## config.mk

```make
export PLATFORM = sky130hd
export DESIGN_NAME = alu_seq
export DESIGN_NICKNAME = d
export VERILOG_FILES = /design/src/rtl/alu_seq.sv
export SDC_FILE = /design/constraint.sdc
export NUM_CORES = 1
export LEC_CHECK = 0
export BUFFER_PORTS_ARGS = -buffer_cell sky130_fd_sc_hd__buf_2
export CORE_MARGIN = 2
export CORE_UTILIZATION = 50
export CTS_BUF_LIST = sky130_fd_sc_hd__clkbuf_2
export DETAILED_ROUTE_END_ITERATION = 6
export PLACE_DENSITY = 0.69
export SYNTH_ARGS = -nofsm -noshare
export SYNTH_HDL_FRONTEND = slang
export SYNTH_SLANG_ARGS = --single-unit
```

## constraint.sdc

```tcl
create_clock -name clk -period 6.48 [get_ports clk]
set_clock_uncertainty 0.05 [all_clocks]
set_input_delay 0.972 -clock clk [delete_from_list [all_inputs] [get_ports clk]]
set_output_delay 0.972 -clock clk [all_outputs]
set_load 0.02 [all_outputs]
```

## src/rtl/alu_seq.sv

```systemverilog
// alu_seq: handshaked, registered ALU with an iterative shift-add multiplier.
// One operation in flight: IDLE accepts, MUL iterates one multiplier bit per
// edge, DONE holds the result until the consumer takes it.
// Build option: define ALU_SEQ_FAST_MUL_EN to replace the iterative multiplier
// with a single-cycle combinational one (no MUL state, busy tied low).
module alu_seq #(
    parameter int WIDTH     = 24,
    parameter int LUI_SHIFT = 8
) (
    input  logic             clk,
    input  logic             rst,
    input  logic             in_valid,
    output logic             in_ready,
    input  logic [2:0]       alu_op,
    input  logic [WIDTH-1:0] a,
    input  logic [WIDTH-1:0] b,
    output logic             out_valid,
    input  logic             out_ready,
    output logic [WIDTH-1:0] y,
    output logic             z,
    output logic             c,
    output logic             busy
);

    localparam logic [2:0] OP_ADD  = 3'b000;
    localparam logic [2:0] OP_MUL  = 3'b001;
    localparam logic [2:0] OP_PASS = 3'b010;
    localparam logic [2:0] OP_ADDR = 3'b011;
    localparam logic [2:0] OP_OR   = 3'b100;
    localparam logic [2:0] OP_LUI  = 3'b101;
    localparam logic [2:0] OP_SUB  = 3'b110;
    localparam logic [2:0] OP_AND  = 3'b111;

`ifdef ALU_SEQ_FAST_MUL_EN
    typedef enum logic [1:0] {S_IDLE = 2'd0, S_DONE = 2'd2} state_t;
`else
    typedef enum logic [1:0] {S_IDLE = 2'd0, S_MUL = 2'd1, S_DONE = 2'd2} state_t;
    localparam int CW = $clog2(WIDTH + 1);
`endif

    state_t           state_q;
    logic [WIDTH-1:0] y_q;
    logic             z_q;
    logic             c_q;

    logic [WIDTH:0]   sum_d;
    logic [WIDTH-1:0] alu_y_d;
    logic             alu_c_d;

`ifndef ALU_SEQ_FAST_MUL_EN
    logic [WIDTH-1:0] mcand_q;
    logic [WIDTH-1:0] mplier_q;
    logic [WIDTH-1:0] acc_q;
    logic [WIDTH-1:0] acc_d;
    logic [CW-1:0]    cnt_q;
`endif

    // Single-cycle result and carry for every op that completes at accept.
    always_comb begin
        sum_d   = {1'b0, a} + {1'b0, b};
        alu_y_d = '0;
        alu_c_d = 1'b0;
        case (alu_op)
            OP_ADD, OP_ADDR: begin
                alu_y_d = sum_d[WIDTH-1:0];
                alu_c_d = sum_d[WIDTH];
            end
`ifdef ALU_SEQ_FAST_MUL_EN
            OP_MUL:  alu_y_d = a * b;  // context width WIDTH keeps the low half
`endif
            OP_PASS: alu_y_d = b;
            OP_OR:   alu_y_d = a | b;
            OP_LUI:  alu_y_d = b << LUI_SHIFT;
            OP_SUB: begin
                alu_y_d = a - b;
                alu_c_d = (a < b);
            end
            OP_AND:  alu_y_d = a & b;
            default: alu_y_d = '0;
        endcase
    end

`ifndef ALU_SEQ_FAST_MUL_EN
    // Accumulator after this edge's partial product.
    always_comb begin
        acc_d = acc_q;
        if (mplier_q[0]) acc_d = acc_q + mcand_q;
    end
`endif

    // Control FSM and result registers; reset aborts any operation in flight.
    always_ff @(posedge clk) begin
        if (rst) begin
            state_q  <= S_IDLE;
            y_q      <= '0;
            z_q      <= 1'b1;
            c_q      <= 1'b0;
`ifndef ALU_SEQ_FAST_MUL_EN
            mcand_q  <= '0;
            mplier_q <= '0;
            acc_q    <= '0;
            cnt_q    <= '0;
`endif
        end else begin
            case (state_q)
                S_IDLE: begin
                    if (in_valid) begin
`ifndef ALU_SEQ_FAST_MUL_EN
                        if (alu_op == OP_MUL) begin
                            mcand_q  <= a;
                            mplier_q <= b;
                            acc_q    <= '0;
                            cnt_q    <= CW'(WIDTH);
                            state_q  <= S_MUL;
                        end else
`endif
                        begin
                            y_q     <= alu_y_d;
                            z_q     <= (alu_y_d == '0);
                            c_q     <= alu_c_d;
                            state_q <= S_DONE;
                        end
                    end
                end
`ifndef ALU_SEQ_FAST_MUL_EN
                S_MUL: begin
                    acc_q    <= acc_d;
                    mcand_q  <= mcand_q << 1;
                    mplier_q <= mplier_q >> 1;
                    cnt_q    <= cnt_q - CW'(1);
                    if (cnt_q == CW'(1)) begin
                        y_q     <= acc_d;
                        z_q     <= (acc_d == '0);
                        c_q     <= 1'b0;
                        state_q <= S_DONE;
                    end
                end
`endif
                S_DONE: begin
                    if (out_ready) state_q <= S_IDLE;
                end
                default: state_q <= S_IDLE;
            endcase
        end
    end

    assign in_ready  = (state_q == S_IDLE);
    assign out_valid = (state_q == S_DONE);
    assign y         = y_q;
    assign z         = z_q;
    assign c         = c_q;
`ifdef ALU_SEQ_FAST_MUL_EN
    assign busy      = 1'b0;
`else
    assign busy      = (state_q == S_MUL);
`endif

endmodule

```

==> results of run 1 <==
## through the flow
step / hold WS, ns / instance area, um2 / power, mW / util (%) / worst slack (ns)
global route: 0.428 / 10800 / 1.78 / 54.7 / 2.22
finish: 0.419 / 10800 / 1.69 / 54.7 / 2.37
detailed placement: 0.395 / 10700 / 1.36 / 54.2 / 1.81
CTS: 0.422 / 10800 / 1.68 / 54.7 / 2.38
global placement: 0.386 / 10700 / 1.36 / 54.2 / 1.82
floorplan: 0.396 / 10100 / 1.15 / - / 2.43
## logic make-up (layout without fill, tap and decap cells)
group / count (synthesis) / after routing / share of synthesized area (%)
muxes: 29 / 29 / 3.07
xor gates and xnor gates: 29 / 29 / 2.51
other: 0 / 2 / 0
buffers and inverters: 171 / 197 / 6.47
and+or+nand+nor: 509 / 509 / 23.1
adders and majority gates: 108 / 108 / 13.6
AOI/OAI and AO/OA: 432 / 432 / 30.5
DFF: 105 / 105 / 20.8
## area by class of cell
type | instances | area, um2 | area share (%)
clock inverters | 7 | 58.8 | 0.547
multi-input cells | 1107 | 7370 | 68.5
inverters | 84 | 315 | 2.93
diodes | 2 | 5.00 | 0.0465
flip-flops and latches | 105 | 2100 | 19.5
repair buffers | 97 | 536 | 4.98
clock buffers | 9 | 45.0 | 0.419
well taps | 265 | 332 | 3.08
## per-layer routing
| metal | global-route usage, % | part of all wire, % | wire length (um) | up-vias |
|---|---|---|---|---|
| met5 | 0 | 0 | 0 | - |
| met4 | 9.37 | 2.9 | 1010 | 0 |
| met1 | 45.7 | 45 | 15900 | 5091 |
| met2 | 51.1 | 45 | 15800 | 484 |
| met3 | 3.78 | 7.6 | 2680 | 64 |
| li1 | - | - | - | 5082 |
## how the worst max path moves through the flow
| stage | cells after the start | startpoint | slack (ns) | endpoint |
|---|---|---|---|---|
| after floorplan | 13 | a[0] | 2.43 | z |
| after global placement | 12 | alu_op[0] | 1.82 | z |
| after detailed placement | 13 | a[0] | 1.81 | z |
| after CTS | 12 | cnt_q[0] | 2.38 | z |
| after global routing | 12 | cnt_q[0] | 2.22 | z |
| final | 12 | cnt_q[0] | 2.37 | z |
## state kept, by name (all words and copies together), names as in the netlist
register,flops
acc_q,24
c,1
cnt_q,5
mcand_q,24
mplier_q,24
state_q,2
y,24
z,1
## power groups by stage
| stage | Combinational (mW) | Sequential, mW | Clock [mW] |
|---|---|---|---|
| 6_report | 0.654 | 0.712 | 0.327 |
| 2_1_floorplan | 0.422 | 0.732 | 0 |
| 4_1_cts | 0.637 | 0.711 | 0.335 |
| 3_5_place_dp | 0.634 | 0.722 | 0 |
| 5_1_grt | 0.708 | 0.716 | 0.359 |
| 3_3_place_gp | 0.634 | 0.721 | 0 |
## cell usage after synthesis (all sizes together) (8+ instances only)
master | count | share of area [%]
nor2b | 18 | 1.1
a21o | 18 | 1.4
nand3 | 22 | 1.1
o211ai | 12 | 0.89
or2 | 9 | 0.56
a22o | 8 | 0.69
dfxtp | 105 | 21
nor3 | 28 | 1.4
inv | 84 | 3.1
nand2b | 18 | 1.1
o21ai | 53 | 2.6
nor2 | 154 | 5.7
a21oi | 112 | 5.6
and3 | 8 | 0.51
a211o | 9 | 0.79
a211oi | 19 | 1.4
clkbuf | 68 | 2.5
buf | 19 | 0.82
mux2 | 16 | 1.8
a22oi | 31 | 2.3
a311oi | 49 | 4.2
ha | 105 | 13
xnor2 | 24 | 2.1
mux2i | 13 | 1.3
o21bai | 10 | 0.74
a221oi | 19 | 1.6
nor4 | 16 | 0.99
nand4 | 8 | 0.50
nand2 | 188 | 7.0
## critical path: cells and delay by family (launching register included)
| family | cells | cell delay, ns |
|---|---|---|
| flip-flops | 1 | 0.47 |
| adder cells (fa/ha/maj) | 1 | 0.16 |
| AND/OR/NAND/NOR | 9 | 3.17 |
| AO/OA/AOI/OAI | 2 | 0.24 |
==> results.cfg, run 1 <==
[power_and_ir_drop]
p_leak_nw = 4.56
comb_power_share_pct = 38.6
p_clk_share_pct = 19.3
swShare_pct = 42.4
p_int_uw = 975
p_switching_uw = 718
p_per_area_mw_per_mm2 = 157
vdd_ir_drop_max_uv = 93.2
seqPwrFrac_pct = 42.0

[placement]
hpwl_mm = 26.1
placed_cells = 1658
portBuffers = 83
gp_congestion = 0.995

[floorplan]
start_util_pct = 51.4
num_rows = 51
io_pins = 84
die_y_um = 146
core_mm2 = 0.0197
die_x_um = 146
fp.dieArea_mm2 = 0.0214

[setup_path]
crit_arrival_ns = 4.70
worstPathRequired_ns = 7.07
r2r_slack_ns = 2.37
cp_slowest_cell = nor2_2
end_kind = register
timing.rr.end = z
r2r_cells = 12
crit_chain = ha_1 -> or4b_1 -> nor2_2 -> nor2_2 -> or4_1 -> nor4_1 -> nand4bb_1 -> nor4_1 -> nand4_1 -> or4_1 -> o21ai_1 -> o21bai_1
timing.rr.start = cnt_q[0]
cp_max_fo = 12
setup.worst_path.class = reg -> reg
start_kind = register
slowest_delay_ns = 0.62

[synth]
seq_area_frac_synth_pct = 20.8
dominantRegCellSynth = dfxtp_1
ys_warn_count = 0
synth-seq-cells = 105
async_reset_ff_share_pct = 0
synth.distinct_cells = 89
synth_area_per_cell_um2 = 7.30
synth_cells = 1383
synth-edff-count = 0
syn_nets = 1546
netlist_area_mm2 = 0.0101

[grt]
grt.overflow.total = 0
grt_use_total_pct = 32.1
antenna_found_initial = 2
grt_first_pass_wirelength_mm = 54.9
grt_pass1_vias = 9674
grt_max_degree = 85

[worst_hold_path]
hold_class = reg -> reg
min_to = y[1]
min_from = y[1]
hold_path_depth = 2

[routing]
ant_nets = 0
detail_route.first_pass.iterations = 5
drc = 0
dr_total_vias = 10721
drtIter0Drc = 1004
viasPerCell = 6.40
wire_per_inst_um = 21.1
totalWireLength_mm = 35.3

[timing]
timing.fmax_mhz = 243
setup_viol = 0
slew_viol_final = 0
finalCritPeriodShare_pct = 63.4
post-route-min-period_ns = 4.11
hold_viol_final = 0
final.setup.tns_ns = 0
slew_headroom_pct = 29.1
rsz0062_at_grt = false
tightest_slew_ns = 1.06

[clock_network]
cts_tree = done
ctsHoldBuffers = 0
clockRootBuffer = clkbuf_2
htreeDepth = 3
cts_buffers = 9
cts.repair.resized = 0
clkTransAtPathRegs_ns = 0.34
clock_latency_ns = 0.67
postCtsSetupRepairBufs = 0
clkSinkCount = 105
cts_max_path_buffers = 2

[outcome]
outcome = finished clean

[final_layout]
final_cell_mix = 188 x nand2_1, 151 x nor2_1, 111 x a21oi_1
stdcell_count = 1676
area_growth_pct = 6.54
final_common_cell = nand2_1
nets = 1567
drive_gt1_share_pct = 11.9
nFillCells = 1988

[flow_run]
drv_cap = 0
Note: power is estimated with default switching activity, not from simulation.
==> run 2: changes to the inputs <==
--- a/config.mk
+++ b/config.mk
@@ -10,7 +10,7 @@
 export CORE_UTILIZATION = 50
 export CTS_BUF_LIST = sky130_fd_sc_hd__clkbuf_2
 export DETAILED_ROUTE_END_ITERATION = 6
-export PLACE_DENSITY = 0.69
+export PLACE_DENSITY = 0.71
 export SYNTH_ARGS = -nofsm -noshare
 export SYNTH_HDL_FRONTEND = slang
 export SYNTH_SLANG_ARGS = --single-unit
==> constraint.sdc (replaced) <==
create_clock -name clk -period 3.7 [get_ports clk]
set_clock_uncertainty 0.05 [all_clocks]
set_input_delay 0.555 -clock clk [delete_from_list [all_inputs] [get_ports clk]]
set_output_delay 0.555 -clock clk [all_outputs]
set_load 0.02 [all_outputs]
==> run 2 against run 1 <==
Sequential share of layout area is 2.6 points lower. Utilization rose by 8.6 points. Clock-buffer cell count did not move. Die area did not move. Register-to-register slack worse by 2.2 ns. Largest cell class unchanged. Highest routed layer unchanged. Non-clock buffer count rose by 209. Clock power grew 99%. Hold slack lost 0.37 ns. Sequential cell count is the same.
==> results.cfg, run 2 (same netlist as run 1, synthesis figures left out) <==
[final_layout]
fin_util_pct = 63.4
final_common_cell = buf_4
drive_gt1_share_pct = 24.0
final_cell_mix = 219 x buf_4, 188 x nand2_1, 151 x nor2_1
fin_area_mm2 = 0.0125
nets = 1776
area_growth_pct = 23.3

[power_and_ir_drop]
comb_power_share_pct = 42.9
seqPwrFrac_pct = 37.6
p_int_mw = 1.95
p_clk_share_pct = 19.5
swShare_pct = 41.5
p_switching_mw = 1.38
power_mw = 3.33
vdd_ir_drop_max_uv = 186
p_leak_nw = 5.62
p_per_area_mw_per_mm2 = 268

[setup_path]
crit_arrival_ns = 4.13
cp_max_fo = 5
start_kind = primary input
crit_start = a[0]
setup.worst_path.class = in -> reg
worstPathRequired_ns = 4.28
path_delay_family = compound AO/OA/AOI/OAI gates
crit_chain = buf_2 -> ha_1 -> fa_1 -> a21o_1 -> a221oi_1 -> o211ai_1 -> a211o_1 -> nand3_1 -> o311a_2 -> o22ai_1 -> or4_1 -> or4_4 -> o21ai_1 -> o21bai_1
timing.rr.start = cnt_q[1]
path_buf_inv = 1
cp_slowest_cell = or4_4
slowest_delay_ns = 0.53
end_kind = register

[grt]
grt.overflow.total = 0
grt_first_pass_wirelength_mm = 59.9
grt_use_total_pct = 35.0
grt_max_degree = 106
grt_pass1_vias = 10987
antenna_found_initial = 1

[floorplan]
num_rows = 51
io_pins = 84
die_x_um = 146
die_y_um = 146
core_mm2 = 0.0197
start_util_pct = 51.4
fp.dieArea_mm2 = 0.0214

[timing]
setup_viol = 0
slew_viol_final = 0
post-route-min-period_ns = 3.55
slew_headroom_pct = 18.2
tightest_slew_ns = 1.23
timing.fmax_mhz = 282
rsz0062_at_grt = false
hold_viol_final = 0
finalCritPeriodShare_pct = 95.9

[routing]
drtIter0Drc = 1105
totalWireLength_mm = 38.1
viasPerCell = 6.09
wire_per_inst_um = 20.2
drc = 0
dr_total_vias = 11479
detail_route.first_pass.iterations = 5
ant_nets = 0

[worst_hold_path]
hold_class = in -> reg
min_from = a[21]

[placement]
portBuffers = 83
hpwl_mm = 29.6
placed_area_mm2 = 0.0122
gp_congestion = 1.02

[clock_network]
clkSinkCount = 105
clkTransAtPathRegs_ns = 0.41
cts_buffers = 9
clock_latency_ns = 0.71
cts_max_path_buffers = 2
clockRootBuffer = clkbuf_2
htreeDepth = 3
cts_tree = done

[flow_run]
drv_cap = 0

[outcome]
outcome = finished clean
run 2: timing repair:
action,4_1_cts,5_1_grt
buffers inserted,1,1
hold buffers,4,0
resized for setup,6,12
hold endpoints to repair,4,0
endpoints found under the setup margin,1,2
pin swaps,1,6
run 2: final timing paths:
| kind | slack, ns | depth (start not counted) | to |
|---|---|---|---|
| setup / recovery | 0.15 | 14 | z |
| hold / removal | 0.05 | 3 | mcand_q[21] |
| setup reg to reg | 0.15 | 14 | z |
| hold reg to reg | 0.42 | 2 | y[14] |
run 2: per-stage QoR:
stage / instances / setup slack (ns) / hold WS [ns] / setup TNS, ns
global placement: 1861 / -0.354 / 0.387 / -0.489
finish: 1885 / 0.151 / 0.0485 / 0
detailed placement: 1861 / -0.464 / 0.392 / -0.781
global route: 1884 / 0.00694 / 0.00715 / 0
floorplan: 1383 / 0.0625 / 0.396 / 0
CTS: 1882 / 0.00764 / 0.00471 / 0
run 2: power groups by stage:
stage | registers [mW] | logic (mW) | clock network [mW]
after floorplan | 1.28 | 0.739 | 0
after CTS | 1.25 | 1.39 | 0.660
after global placement | 1.27 | 1.37 | 0
after global routing | 1.26 | 1.54 | 0.690
after detailed placement | 1.27 | 1.38 | 0
final | 1.25 | 1.43 | 0.650
run 2: final cells by class:
cell class	count	area (um2)
multi-input cells	1107	7450
fillers	1885	7200
repair buffers	306	2110
flip-flops and latches	105	2110
well taps	265	332
inverters	84	315
clock inverters	7	91.3
clock buffers	9	45.0
diodes	2	5.00
run 2: worst reg2reg max path, stage by stage, from the launching register on:
cell and delay (ns):
dfxtp_2 0.41, inv_1 0.07, ha_1 0.15, or4b_4 0.50
nor2_4 0.11, nor2_2 0.06, or4_4 0.55, nor4_4 0.18
buf_4 0.15, nand4bb_1 0.10, nor4_2 0.24, nand4_1 0.17
or4_4 0.46, o21ai_1 0.14, o21bai_1 0.12
run 2: routing by layer:
metal / part of all wire (%) / vias up / global-route usage, %
li1: - / 5489 / -
met1: 44 / 5400 / 48.1
met2: 44 / 511 / 55.5
met3: 9.1 / 79 / 6.75
met4: 3.2 / 0 / 11.2
met5: 0 / - / 0
